`config.mk`:
```
export PLATFORM = sky130hd
export DESIGN_NAME = fetch_ifid_stage_flat
export DESIGN_NICKNAME = d
export VERILOG_FILES = /design/src/rtl/fetch_ifid_stage_if.sv /design/src/rtl/fetch_ifid_stage.sv /design/src/flat_wrapper.sv
export SDC_FILE = /design/constraint.sdc
export NUM_CORES = 1
export LEC_CHECK = 0
export ABC_AREA = 1
export ABC_CLOCK_PERIOD_IN_PS = 3700
export CAP_MARGIN = 10
export CORE_MARGIN = 3
export CORE_UTILIZATION = 50
export CTS_CLUSTER_DIAMETER = 200
export DETAILED_ROUTE_END_ITERATION = 10
export GPL_ROUTABILITY_DRIVEN = 0
export PLACE_DENSITY = 0.95
export RECOVER_POWER = 100
export SYNTH_ARGS = -nofsm -noshare
export SYNTH_HDL_FRONTEND = slang
export SYNTH_SLANG_ARGS = --single-unit
```
`constraint.sdc`:
```
create_clock -name clk -period 3.7 [get_ports clk]
set_clock_uncertainty 0.2 [all_clocks]
set_input_delay 0.74 -clock clk [delete_from_list [all_inputs] [get_ports clk]]
set_output_delay 0.74 -clock clk [all_outputs]
set_load 0.05 [all_outputs]
```
`src/rtl/fetch_ifid_stage_if.sv`:
```
// Instruction-memory request/response bundle between the fetch stage and imem.
//   addr   : fetch address (current PC)
//   req    : fetch request, high whenever the fetch stage is out of reset
//   ready  : rdata is valid for addr in this cycle
//   rdata  : fetched instruction word
// master = fetch stage, slave = instruction memory.
interface fetch_ifid_stage_if;
    logic [31:0] addr;
    logic        req;
    logic        ready;
    logic [31:0] rdata;

    modport master (
        output addr,
        output req,
        input  ready,
        input  rdata
    );

    modport slave (
        input  addr,
        input  req,
        output ready,
        output rdata
    );
endinterface

```
`src/rtl/fetch_ifid_stage.sv`:
```
// Instruction-fetch stage plus IF/ID pipeline register of a 5-stage MIPS pipeline.
// Owns the PC, issues instruction-memory requests and captures the fetched
// instruction together with its PC+4 into IF/ID.
// Ports:
//   clk, reset       : single clock, synchronous active-high reset
//   s1               : data-hazard stall level (0 = stall, holds IF/ID)
//   s2               : control-hazard stall level (0 = stall, inserts NOP)
//   redirect_valid   : branch taken / jump resolved, load redirect_target
//   redirect_target  : new PC on redirect (used unaligned as given)
//   imem             : instruction-memory bundle (addr/req out, ready/rdata in)
//   if_instr         : IF/ID instruction (0 = NOP/bubble)
//   if_pc4           : IF/ID PC+4 of if_instr
//   if_valid         : if_instr is a real fetched instruction
//   stall_cnt        : saturating count of cycles with s1=0 or s2=0
//   bubble_cnt       : saturating count of NOPs inserted into IF/ID
module fetch_ifid_stage #(
    parameter logic [31:0] RESET_PC = 32'h0000_0000,
    parameter int unsigned CNT_W    = 16
) (
    input  logic                 clk,
    input  logic                 reset,
    input  logic                 s1,
    input  logic                 s2,
    input  logic                 redirect_valid,
    input  logic [31:0]          redirect_target,
    fetch_ifid_stage_if.master   imem,
    output logic [31:0]          if_instr,
    output logic [31:0]          if_pc4,
    output logic                 if_valid,
    output logic [CNT_W-1:0]     stall_cnt,
    output logic [CNT_W-1:0]     bubble_cnt
);

    localparam logic [CNT_W-1:0] CNT_ONE = {{(CNT_W-1){1'b0}}, 1'b1};

    function automatic logic [CNT_W-1:0] sat_inc(input logic [CNT_W-1:0] v);
        return (&v) ? v : v + CNT_ONE;
    endfunction

    logic [31:0]      pc_p0, pc_nxt, pc_plus4;
    logic [31:0]      instr_p1, instr_nxt;
    logic [31:0]      pc4_p1, pc4_nxt;
    logic             vld_p1, vld_nxt;
    logic [CNT_W-1:0] stall_cnt_q, bubble_cnt_q;
    logic             bubble_inc, stall_inc;

    // ---- stage 0: PC / fetch request ----
    assign pc_plus4  = pc_p0 + 32'd4;   // wraps modulo 2^32
    assign imem.addr = pc_p0;
    assign imem.req  = ~reset;
    assign stall_inc = ~s1 | ~s2;

    // Priority: redirect > data stall (hold) > control stall / memory wait (bubble) > advance.
    // The PC advances only on the cycle its instruction is captured, so nothing is lost or repeated.
    always_comb begin
        pc_nxt     = pc_p0;
        instr_nxt  = instr_p1;
        pc4_nxt    = pc4_p1;
        vld_nxt    = vld_p1;
        bubble_inc = 1'b0;
        if (redirect_valid) begin
            pc_nxt     = redirect_target;
            instr_nxt  = 32'd0;
            pc4_nxt    = 32'd0;
            vld_nxt    = 1'b0;
            bubble_inc = 1'b1;
        end else if (!s1) begin
            // decode keeps its instruction; nothing changes
        end else if (!s2 || !imem.ready) begin
            instr_nxt  = 32'd0;
            pc4_nxt    = 32'd0;
            vld_nxt    = 1'b0;
            bubble_inc = 1'b1;
        end else begin
            pc_nxt    = pc_plus4;
            instr_nxt = imem.rdata;
            pc4_nxt   = pc_plus4;
            vld_nxt   = 1'b1;
        end
    end

    // ---- stage 1: IF/ID register and performance counters ----
    always_ff @(posedge clk) begin
        if (reset) begin
            pc_p0        <= RESET_PC;
            instr_p1     <= 32'd0;
            pc4_p1       <= 32'd0;
            vld_p1       <= 1'b0;
            stall_cnt_q  <= '0;
            bubble_cnt_q <= '0;
        end else begin
            pc_p0    <= pc_nxt;
            instr_p1 <= instr_nxt;
            pc4_p1   <= pc4_nxt;
            vld_p1   <= vld_nxt;
            if (stall_inc)  stall_cnt_q  <= sat_inc(stall_cnt_q);
            if (bubble_inc) bubble_cnt_q <= sat_inc(bubble_cnt_q);
        end
    end

    assign if_instr   = instr_p1;
    assign if_pc4     = pc4_p1;
    assign if_valid   = vld_p1;
    assign stall_cnt  = stall_cnt_q;
    assign bubble_cnt = bubble_cnt_q;

endmodule

```
`src/flat_wrapper.sv`:
```
// flat-port wrapper written by rule: the top's interface ports become plain ports
module fetch_ifid_stage_flat 
#(
    parameter logic [31:0] RESET_PC = 32'h0000_0000,
    parameter int unsigned CNT_W    = 16
)
  (clk, reset, s1, s2, redirect_valid, redirect_target, if_instr, if_pc4, if_valid, stall_cnt, bubble_cnt, imem_addr, imem_req, imem_ready, imem_rdata);
  fetch_ifid_stage_if imem_i ();
  input  logic clk;
  input  logic reset;
  input  logic s1;
  input  logic s2;
  input  logic redirect_valid;
  input  logic [31:0] redirect_target;
  output logic [31:0] if_instr;
  output logic [31:0] if_pc4;
  output logic if_valid;
  output logic [CNT_W-1:0] stall_cnt;
  output logic [CNT_W-1:0] bubble_cnt;
  output wire logic [$bits(imem_i.addr)-1:0] imem_addr;
  output wire logic [$bits(imem_i.req)-1:0] imem_req;
  input wire logic [$bits(imem_i.ready)-1:0] imem_ready;
  input wire logic [$bits(imem_i.rdata)-1:0] imem_rdata;
  assign imem_addr = imem_i.addr;
  assign imem_req = imem_i.req;
  assign imem_i.ready = imem_ready;
  assign imem_i.rdata = imem_rdata;
  fetch_ifid_stage #(.RESET_PC(RESET_PC), .CNT_W(CNT_W)) u_core (.clk(clk), .reset(reset), .s1(s1), .s2(s2), .redirect_valid(redirect_valid), .redirect_target(redirect_target), .imem(imem_i), .if_instr(if_instr), .if_pc4(if_pc4), .if_valid(if_valid), .stall_cnt(stall_cnt), .bubble_cnt(bubble_cnt));
endmodule
```
==> Word level (Yosys, flattened, before mapping) <==
Cells that the tools add are included.
{ "op_classes": {"n_addsub": 3, "mul": 0, "div_mod_pow": 0, "n_lt_le_gt_ge": 0, "eq_ne": 1, "shift": 0, "n_mux": 9, "bitwise": 6, "n_reduce_logical": 10} }
{ "ops": {"columns": ["op", "count"], "rows": [
  ["2-to-1 mux 32 bit", 5],
  ["adder 16 x 1 -> 16 bit, second input constant", 2],
  ["adder 32 x 3 -> 32 bit, second input constant", 1],
  ["AND reduction 16 bit", 2],
  ["AND reduction 2 bit", 3],
  ["inverter 1 bit", 5],
  ["2-to-1 mux 1 bit", 4],
  ["zero test 1 bit", 2],
  ["!= test 2 bit, second input constant", 1],
  ["nonzero test 2 bit", 1],
  ["OR reduction 2 bit", 1],
  ["logical OR 1 bit", 1],
  ["OR 1 bit", 1]
]} }
{ "word_totals": {"ff_bits": 129, "latch_bits": 0, "ramBits": 0, "mem_bits_ro": 0, "wordCells": 35, "memories": 0} }

==> Logic depth before layout (Yosys ltp) <==
{ "depth": {"word_depth": 6, "mapped_depth": 9} }

==> Least setup slack after synthesis <==
Ideal clock, no wire load.
{ "synth_timing": {"path_kind": "in2out", "from": "in reset", "to": "out imem_req", "arrival_time_ps": 1611, "required_time_ps": 2760, "setup_slack_ps": 1149, "path_stages": 3, "path_cell_list": "buf_2 inv_1 clkbuf_1"} }
{ "synth_between": {"elab_chain_len": 1} }
{ "synth_lines": {"columns": ["item", "line_no", "source"], "rows": [
  ["from (decl)", "flat_wrapper.sv:10", "input logic reset;"],
  ["inverter 1 bit", "fetch_ifid_stage.sv:50", "assign imem.req = ~reset;"],
  ["to (decl)", "flat_wrapper.sv:21", "output wire logic [$bits(imem_i.req)-1:0] imem_req;"]
]} }
No other way between the ends.

==> Worst setup path after layout <==
{ "layout_timing": {"from": "in reset", "to": "reg u_core.instr_p1[14] (netlist: u_core.if_instr[14])"} }
{ "layout_between": {"elab_chain_len": 1} }
{ "layout_lines": {"columns": ["item", "line_no", "source"], "rows": [
  ["OR reduction 2 bit (no source line)", null, null],
  ["to (signal assigned)", "fetch_ifid_stage.sv:93", "instr_p1 <= instr_nxt;"],
  ["to (decl)", "fetch_ifid_stage.sv:41", "logic [31:0] instr_p1, instr_nxt;"]
]} }
No other way between the ends.
A chain may end at the register's enable or synchronous reset.

==> impl_metrics.yaml <==
synth:
  synth-async-reset-ratio_pct: 0
  synthTopCellsByCount: "nand2_1 (323), dfxtp_1 (129), nor2_1 (85), inv_1 (61), o21ai_0 (46)"
  seq_area_frac_synth_pct: 42.2
  syn-num-nets: 947
  synth_ff_type: "dfxtp_1"
  ys_types: 34
  synth_top_family_by_area: "simple AND/OR/NAND/NOR gates"
  synth_xor_area_share_pct: 1.86
  synth_mux_area_share_pct: 0
  synth_edf_count: 0
  netlist_area_um2: 6120
  syn-instance-count: 874
  yosysTopAreaCell: "dfxtp_1"
  postSynthAreaPerCell_um2: 7.00
  yosysMostFrequentCell: "nand2_1"
  ys_ff_latch: 129
  synth_top_area_share_pct: 42.2
  synth-simple-area-share_pct: 34.6
  synth-compound-area-share_pct: 13.8
  yosys_warnings: 0
  synthAdderAreaFrac_pct: 0.613
  synthTopCellsByArea: "dfxtp_1 (42%), nand2_1 (20%), nor2_1 (5.2%)"
final_layout:
  instances_no_fill: 1227
  drive_gt1_share_pct: 6.00
  nets: 1143
  syn2layout_area_growth_pct: 42.6
  fill_cells: 875
timing:
  fmax_ghz: 0.336
  rsz0062_at_grt: "false"
  worst_pin_slew_ps: 1590
  whs_ps: 248
  max-slew-margin-rel_pct: -7.25
  slew_viol_final: 16
  fin_crit_sh_pct: 80.4
  setup_viol_count_final: 0
  post-route-min-period_ps: 2970
  hold_viol: 0
  tns_ps: 0
clock_tree:
  postCtsSetupBuffers: 0
  cts_num_sinks: 129
  clk_path_buf_depth: 2
  tritoncts: "yes"
  clk_pin_slew_ps: 50
  htree_num_levels: 4
  cts_resized: 0
  insertion_delay_ps: 420
  numCtsBuffers: 17
  root_buffer: "clkbuf_16"
  hold_buffers: 0
setup_path:
  crit_buf_inv: 3
  crit_path_frequent_cell: "nor2_1"
  max_stage_delay_ps: 790
  critical_path.startpoint_type: "input pin"
  slowest_stage: "nor2_1"
  critPathMaxFanout: 52
  critPathKind: "input pin to flip-flop"
  required_ps: 3850
  arrival_ps: 3130
  cp_top_family: "buffers and inverters"
  crit_chain: "dlygate4sd3_1 -> nor2_1 -> inv_1 -> nor2_1 -> buf_12 -> a22o_1"
  cp-end-kind: "flip-flop"
placed_design:
  numPortBuffers: 199
  hpwl_mm: 14.0
  dp_cells: 1194
pwr:
  leakagePower_nw: 3.94
  irDropWorstVdd_v: 0.000286
  power.density_nw_per_um2: 407
detailed_routing:
  dr.pass1.iters: 6
  via_per_inst: 5.52
  wl_mm: 19.7
  vias: 6777
  drtIter0Drc: 591
  drc: 0
  wl_per_cell_um: 16.1
  final_antenna_net_count: 0
floorplan:
  die_w_um: 117
  core_um2: 11700
  start_util_pct: 52.3
  fp.dieArea_um2: 13600
  die-height_um: 117
  pin_count: 200
  fp-row-count: 39
flow_run:
  drv_cap: 1
global_route:
  grt_use_total_pct: 28.7
  grt_pass1_wl_mm: 30.7
  met3_usage_pct: 9.90
  use_met2_pct: 48.5
  use_met1_pct: 33.3
  grt_max_degree: 53
  grt_overflow_total: 0
  antenna_found_initial: 0
  first_global_vias: 6450
  grt-busiest-layer: "met2"
min_path:
  hp-class: "flip-flop to flip-flop"
run_status:
  violations: "capacitance limit, slew limit"
  status: "complete, but fails checks"
## cell type report
cell class | count | area (um^2) | area share, %
Sequential cell | 129 | 2580 | 29.6
Timing Repair Buffer | 205 | 2060 | 23.5
Tap cell | 143 | 179 | 2.05
Clock buffer | 28 | 527 | 6.03
Multi-Input combinational cell | 652 | 3070 | 35.1
Clock inverter | 4 | 70.1 | 0.803
Antenna cell | 1 | 2.50 | 0.0287
Inverter | 65 | 246 | 2.82
## final timing paths
kind	from	endpoint	slack, ps	cells past startpoint
hold / removal	u_core.if_pc4[10]	u_core.if_pc4[10]	250	2
setup reg to reg	u_core.stall_cnt[0]	u_core.stall_cnt[5]	800	7
hold reg to reg	u_core.if_pc4[10]	u_core.if_pc4[10]	250	2
setup / recovery	reset	u_core.if_instr[14]	730	6
## flip-flops by register name (all words and copies together), names as in the netlist
name               count
u_core.if_instr       32
u_core.if_pc4         32
u_core.imem.addr      32
u_core.bubble_cnt     16
u_core.stall_cnt      16
u_core.if_valid        1
## cell usage in the layout (no fill, tap or decap), drive strengths merged
cell type	n
nand3b	2
bufinv	2
ha	3
nor3	2
dlygate4sd3	131
nand4	15
and2	2
o21ai	52
or2	1
xor2	7
clkinv	2
xnor2	6
dfxtp	129
clkbuf	29
a21oi	39
buf	6
nor2	96
clkdlybuf4s50	67
diode	1
inv	65
o211ai	3
a22o	36
nand3	44
nand2	344
## cells by family (layout without fill, tap and decap cells)
| group | Yosys count | count (layout) |
|---|---|---|
| AO/OA/AOI/OAI | 130 | 130 |
| flip-flops | 129 | 129 |
| AND/OR/NAND/NOR | 506 | 506 |
| buffers and inverters | 93 | 302 |
| other | 0 | 1 |
| XOR/XNOR | 13 | 13 |
| adder cells (fa/ha/maj) | 3 | 3 |
## metal layers
layer | vias to the layer above | routed length, um | share of wire, %
li1 | 3217 | - | -
met1 | 3147 | 7640 | 39
met2 | 354 | 9730 | 49
met3 | 59 | 1870 | 9.5
met4 | 0 | 491 | 2.5
met5 | - | 0 | 0
## through the flow
stage                     setup slack [ps]  utilization [%]  area, um^2  total power [mW]
after floorplan                       1150                -        6120              1.73
after global placement                 788             70.0        8200              1.90
after detailed placement               666             70.0        8200              1.91
after CTS                              971             75.1        8800              3.58
after global routing                   516             74.5        8730              3.66
final                                  725             74.6        8730              3.56
## power by group
part	total (mW)	switching, mW	internal (mW)
clock network	1.69	0.590	1.10
logic	0.401	0.253	0.148
registers	1.47	0.0420	1.42
total	3.56	0.885	2.67
## worst reg2reg max path, cell delays in order, from the launching register on
cell     delay [ps]
dfxtp_1         410
ha_1            290
nand3_1         160
inv_1            90
nand2_1         110
o21ai_0        1240
nand2_1         140
a21oi_1         190
Note: power is estimated with default switching activity, not from simulation.
